<file path="src/rtl/aim_step_scheduler_pkg.sv">
// Shared definitions for the aim step scheduler: ctl command encodings, FSM
// state codes and the aim limit check used during arbitration.
package aim_step_scheduler_pkg;

    // ctl command encoding, shared with the Control block.
    typedef enum logic [1:0] {
        CtlNone   = 2'b00,
        CtlDec    = 2'b01,
        CtlInc    = 2'b10,
        CtlCentre = 2'b11
    } ctl_e;

    typedef enum logic [1:0] {
        StIdle  = 2'b00,
        StIssue = 2'b01,
        StHold  = 2'b10
    } state_e;

    // A command is legal when it moves aim without crossing a limit.
    // CENTRE is always legal; NONE never is.
    function automatic logic dir_legal(input ctl_e       dir,
                                       input logic [7:0] aim,
                                       input logic [7:0] aim_min,
                                       input logic [7:0] aim_max);
        logic ok;
        ok = 1'b0;
        case (dir)
            CtlCentre: ok = 1'b1;
            CtlInc:    ok = (aim < aim_max);
            CtlDec:    ok = (aim > aim_min);
            default:   ok = 1'b0;
        endcase
        return ok;
    endfunction

endpackage

</file>
<file path="src/rtl/aim_step_scheduler_step_timer.sv">
// Loadable down-counter that times the hold-off after each issued step.
// Counts down to zero and stays there; done_o is high while the count is zero.
module aim_step_scheduler_step_timer #(
    parameter int unsigned Width = 5
) (
    input  logic             clk_i,
    input  logic             clr_i,
    input  logic             load_i,
    input  logic [Width-1:0] load_val_i,
    output logic             done_o
);

    logic [Width-1:0] count_d, count_q;

    // Next count: clear wins over load, load wins over decrement.
    always_comb begin
        count_d = count_q;
        if (clr_i) begin
            count_d = '0;
        end else if (load_i) begin
            count_d = load_val_i;
        end else if (count_q != '0) begin
            count_d = count_q - 1'b1;
        end
    end

    // Count register.
    always_ff @(posedge clk_i) begin
        count_q <= count_d;
    end

    assign done_o = (count_q == '0);

endmodule

</file>
<file path="src/rtl/aim_step_scheduler.sv">
// Arbitrates player and auto step requests onto the Control block's ctl input.
// One command per grant, emitted as a single-cycle ctl pulse, followed by a
// hold-off so pulses are at least StepDiv cycles apart. Player has priority
// unless auto has been passed over StarveMax times in a row.
module aim_step_scheduler
    import aim_step_scheduler_pkg::*;
#(
    parameter int unsigned StepDiv   = 20,
    parameter int unsigned StarveMax = 4,
    parameter logic [7:0]  AimMin    = 8'h00,
    parameter logic [7:0]  AimMax    = 8'hFF
) (
    input  logic       clk_i,
    input  logic       rst_i,
    input  logic       p_req_i,
    input  logic [1:0] p_dir_i,
    input  logic       a_req_i,
    input  logic [1:0] a_dir_i,
    input  logic [7:0] aim_pos_i,
    output logic [1:0] ctl_o,
    output logic       p_ack_o,
    output logic       a_ack_o,
    output logic       rej_o,
    output logic       busy_o
);

    localparam int unsigned TimerW  = (StepDiv > 2) ? $clog2(StepDiv) : 1;
    localparam int unsigned StarveW = $clog2(StarveMax + 1);

    state_e               state_d, state_q;
    ctl_e                 ctl_d, ctl_q;
    logic                 p_ack_d, p_ack_q;
    logic                 a_ack_d, a_ack_q;
    logic                 rej_d, rej_q;
    logic                 busy_d, busy_q;
    logic [StarveW-1:0]   starve_d, starve_q;

    logic                 p_win;
    ctl_e                 win_dir;
    logic                 win_legal;
    logic                 timer_load;
    logic                 timer_done;

    // ISSUE plus HOLD last StepDiv-1 cycles; the deciding IDLE cycle makes StepDiv.
    aim_step_scheduler_step_timer #(
        .Width (TimerW)
    ) u_step_timer (
        .clk_i      (clk_i),
        .clr_i      (rst_i),
        .load_i     (timer_load),
        .load_val_i (TimerW'(StepDiv - 2)),
        .done_o     (timer_done)
    );

    // Arbitration, limit check, starvation tracking and FSM next state.
    always_comb begin
        state_d    = state_q;
        ctl_d      = CtlNone;
        p_ack_d    = 1'b0;
        a_ack_d    = 1'b0;
        rej_d      = 1'b0;
        starve_d   = starve_q;
        timer_load = 1'b0;

        p_win     = p_req_i && (!a_req_i || (starve_q < StarveW'(StarveMax)));
        win_dir   = p_win ? ctl_e'(p_dir_i) : ctl_e'(a_dir_i);
        win_legal = dir_legal(win_dir, aim_pos_i, AimMin, AimMax);

        case (state_q)
            StIdle: begin
                if (p_req_i || a_req_i) begin
                    p_ack_d = p_win;
                    a_ack_d = !p_win;
                    // Rejected grants count toward starvation like issued ones.
                    if (p_win && a_req_i) begin
                        if (starve_q < StarveW'(StarveMax)) begin
                            starve_d = starve_q + 1'b1;
                        end
                    end else begin
                        starve_d = '0;
                    end
                    if (win_legal) begin
                        state_d    = StIssue;
                        ctl_d      = win_dir;
                        timer_load = 1'b1;
                    end else begin
                        rej_d = 1'b1;
                    end
                end
            end
            StIssue: begin
                state_d = timer_done ? StIdle : StHold;
            end
            StHold: begin
                if (timer_done) begin
                    state_d = StIdle;
                end
            end
            default: begin
                state_d = StIdle;
            end
        endcase

        busy_d = (state_d != StIdle);
    end

    // State and registered outputs, synchronous reset.
    always_ff @(posedge clk_i) begin
        if (rst_i) begin
            state_q  <= StIdle;
            ctl_q    <= CtlNone;
            p_ack_q  <= 1'b0;
            a_ack_q  <= 1'b0;
            rej_q    <= 1'b0;
            busy_q   <= 1'b0;
            starve_q <= '0;
        end else begin
            state_q  <= state_d;
            ctl_q    <= ctl_d;
            p_ack_q  <= p_ack_d;
            a_ack_q  <= a_ack_d;
            rej_q    <= rej_d;
            busy_q   <= busy_d;
            starve_q <= starve_d;
        end
    end

    assign ctl_o   = ctl_q;
    assign p_ack_o = p_ack_q;
    assign a_ack_o = a_ack_q;
    assign rej_o   = rej_q;
    assign busy_o  = busy_q;

endmodule

</file>
<file path="config.mk">
export PLATFORM = sky130hd
export DESIGN_NAME = aim_step_scheduler
export DESIGN_NICKNAME = d
export VERILOG_FILES = /design/src/rtl/aim_step_scheduler_pkg.sv /design/src/rtl/aim_step_scheduler_step_timer.sv /design/src/rtl/aim_step_scheduler.sv
export SDC_FILE = /design/constraint.sdc
export NUM_CORES = 1
export LEC_CHECK = 0
export ABC_AREA = 1
export BUFFER_PORTS_ARGS = -buffer_cell sky130_fd_sc_hd__buf_2
export CAP_MARGIN = 0
export CORE_MARGIN = 5
export CORE_UTILIZATION = 50
export CTS_CLUSTER_DIAMETER = 100
export DETAILED_ROUTE_END_ITERATION = 10
export HOLD_SLACK_MARGIN = 0.02
export PLACE_DENSITY = 0.79
export SLEW_MARGIN = 10
export SYNTH_ARGS = -nofsm -noshare
export SYNTH_HDL_FRONTEND = slang
export SYNTH_SLANG_ARGS = --single-unit
</file>
<file path="constraint.sdc">
create_clock -name clk_i -period 3.38 [get_ports clk_i]
set_clock_uncertainty 0.1 [all_clocks]
set_input_delay 0.507 -clock clk_i [delete_from_list [all_inputs] [get_ports clk_i]]
set_output_delay 0.507 -clock clk_i [all_outputs]
set_load 0.01 [all_outputs]
</file>
==> flow_summary.toml <==
[detailed_routing]
viasPerCell = 4.61
post_drt_wl_per_cell_um = 9.12
post-route-drc-count = 0
vias = 678
wirelength_um = 1340
ant_nets = 0
firstDrtPassIters = 4
drt_iter0_drc = 8

[status]
outcome = "complete, no violations"

[global_routing]
gr-usage-all-layers_pct = 12.7
grt_pass1_wl_um = 2430
grt_overflow = 0
antenna_found_initial = 0
grt_max_degree = 10
first_global_vias = 652

[cts]
cts_buffers = 3
hold_buffers = 0
clk_pin_slew_ns = 0.09
cts_sinks = 16
cts-resized-gates = 0
cts_tree = "done"
htreeDepth = 1
ctsLongestPathBuffers = 2
cts-root-buf = "clkbuf_4"
clk_latency_ns = 0.28
cts_setup_buffers = 0

[timing]
slew_headroom_pct = 77.8
finalCriticalPeriod_ns = 1.42
max_freq_mhz = 703
max_slew.worst_pin.slew_ns = 0.331
setup_violations = 0
tns_ns = 0
rsz0062_at_grt = "false"
maxSlewViolCount = 0
hold_ws_ns = 0.346
hold_viol_final = 0
period_share_pct = 42.1

[logic_synthesis]
synth-edff-count = 0
syn_area_per_cell_um2 = 7.08
synth_cells = 106
async_flop_share_pct = 0
synth.distinct_cells = 20
syn_nets = 124
yosysWarnings = 0
synth_seq_cells = 16
ys_dominant_reg_cell = "dfxtp_1"
synthesis.area_um2 = 751
seq_area_frac_synth_pct = 42.7

[setup_path]
crit_type = "reg2reg"
cp_slowest_cell = "dfxtp_1"
r2r-start = "u_step_timer.count_q[0]"
arrival_ns = 1.54
crit_path_frequent_cell = "inv_1"
cp_slowest_stage_delay_ns = 0.32
cp-start-kind = "flip-flop"
crit_path_end_kind = "flip-flop"
reg2reg_setup_slack_ns = 1.96
r2r-end = "u_step_timer.count_q[1]"
reg2reg_depth = 8
cp.required_ns = 3.50
worstPathMaxFanout = 4
path_cells = "inv_1 -> ha_1 -> nand3_2 -> nor2_4 -> inv_1 -> a21oi_1 -> o21ai_0 -> nand2_1"

[run]
drv_cap = 0

[min_path]
hold_path.class = "in2reg"
min-delay-start = "rst_i"
min_path_cells = 2
hold_end = "starve_q[1]"

[power_and_ir_drop]
finalPower_w = 0.000581
p_clk_share_pct = 21.0
combPwrFrac_pct = 36.1
vdd_drop_max_uv = 305
p_leak_nw = 0.505
powerDensity_nw_per_um2 = 636
switching_share_pct = 35.2
seq_power_share_pct = 43.0
p_sw_w = 0.000204
p_int_w = 0.000376

[floorplan]
die_h_um = 48.8
core_area_um2 = 1470
start_util_pct = 51.0
rows = 14
io_pins = 22
die-area_um2 = 2380
die_width_um = 48.8

[layout]
layout-area-overhead-vs-synth_pct = 21.5
fill_cells = 140
regArea_um2 = 320
finalNetCount = 150
multi_input_area_um2 = 352
diodes = 0
drive_above_1_share_pct = 26.7

[place]
portBuffers = 21
place_congestion = 0.761
hpwlAfterDp_um = 1180
-- worst max-delay path, delay by kind of cell (launching register included) --
| kind | cells | cell delay (ns) |
|---|---|---|
| DFF | 1 | 0.32 |
| and+or+nand+nor | 3 | 0.31 |
| AOI/OAI and AO/OA | 2 | 0.23 |
| adders and majority gates | 1 | 0.21 |
| buffers and inverters | 2 | 0.20 |
-- registers in the layout (all words and copies together) (netlist names) --
register / cells
a_ack_o: 1
ctl_o: 2
busy_o: 1
starve_q: 3
p_ack_o: 1
u_step_timer.count_q: 5
rej_o: 1
state_q: 2
-- stage by stage --
stage | setup WS [ns] | instances | instance area, um2 | util, %
global route | 1.87 | 147 | 912 | 62.0
finish | 1.96 | 147 | 912 | 62.0
detailed placement | 1.87 | 143 | 876 | 59.5
CTS | 1.95 | 147 | 912 | 62.0
global placement | 1.91 | 143 | 876 | 59.5
floorplan | 2.10 | 106 | 751 | -
-- per-layer routing --
layer	track usage [%]	up-vias	share of wire, %
met1	12.9	292	42
met3	5.21	2	6.2
met2	23.0	14	51
met4	4.04	0	1.0
li1	-	370	-
met5	0	-	0
-- cells by family after synthesis --
group                    Yosys count  share of synthesized area (%)
AND/OR/NAND/NOR                   56                           34.5
buffers and inverters             21                           10.5
flip-flops                        16                           42.7
AO/OA/AOI/OAI                      9                           6.67
XOR/XNOR                           2                           2.33
adder cells (fa/ha/maj)            2                           3.33
-- cell usage in the layout, fill, tap and decap left out, drive strengths merged --
cell type,count
dfxtp,16
clkbuf,4
o21ai,4
xor2,2
nor2,17
a31oi,1
nand2,31
buf,21
nor4,1
nor3,1
nand3,6
ha,2
inv,21
a21oi,4
-- final cells by class --
class / count / area share, %
flip-flops and latches: 16 / 35.1
clock buffers: 4 / 3.98
multi-input cells: 69 / 38.5
well taps: 16 / 2.19
inverters: 21 / 8.64
repair buffers: 21 / 11.5
-- synthesized netlist by cell type (2+ instances only) --
| cell type | n | area share (%) |
|---|---|---|
| nand2_1 | 28 | 14 |
| inv_1 | 20 | 10 |
| dfxtp_1 | 16 | 43 |
| nor2_1 | 14 | 7.0 |
| a21oi_1 | 4 | 2.7 |
| nand3_1 | 4 | 2.7 |
| nand2_2 | 3 | 2.5 |
| ha_1 | 2 | 3.3 |
| nor2_2 | 2 | 1.7 |
| o21ai_0 | 2 | 1.3 |
| xor2_1 | 2 | 2.3 |
-- power by group through the flow --
stage / logic, W / registers [W] / clock network [W]
2_1_floorplan: 0.000162 / 0.000254 / 0
3_3_place_gp: 0.000207 / 0.000253 / 0
3_5_place_dp: 0.000213 / 0.000255 / 0
4_1_cts: 0.000214 / 0.000251 / 0.000127
5_1_grt: 0.000241 / 0.000254 / 0.000137
6_report: 0.000209 / 0.000250 / 0.000122
-- how the worst max path moves through the flow --
| stage | start | end | slack [ns] | depth (start not counted) |
|---|---|---|---|---|
| CTS | u_step_timer.count_q[0] | u_step_timer.count_q[1] | 1.95 | 7 |
| finish | u_step_timer.count_q[0] | u_step_timer.count_q[1] | 1.96 | 8 |
| detailed placement | a_req_i | u_step_timer.count_q[2] | 1.87 | 10 |
| global placement | a_req_i | u_step_timer.count_q[3] | 1.91 | 10 |
| floorplan | u_step_timer.count_q[0] | u_step_timer.count_q[1] | 2.10 | 7 |
| global route | u_step_timer.count_q[0] | u_step_timer.count_q[1] | 1.87 | 7 |
(Power assumes the default switching activity.)
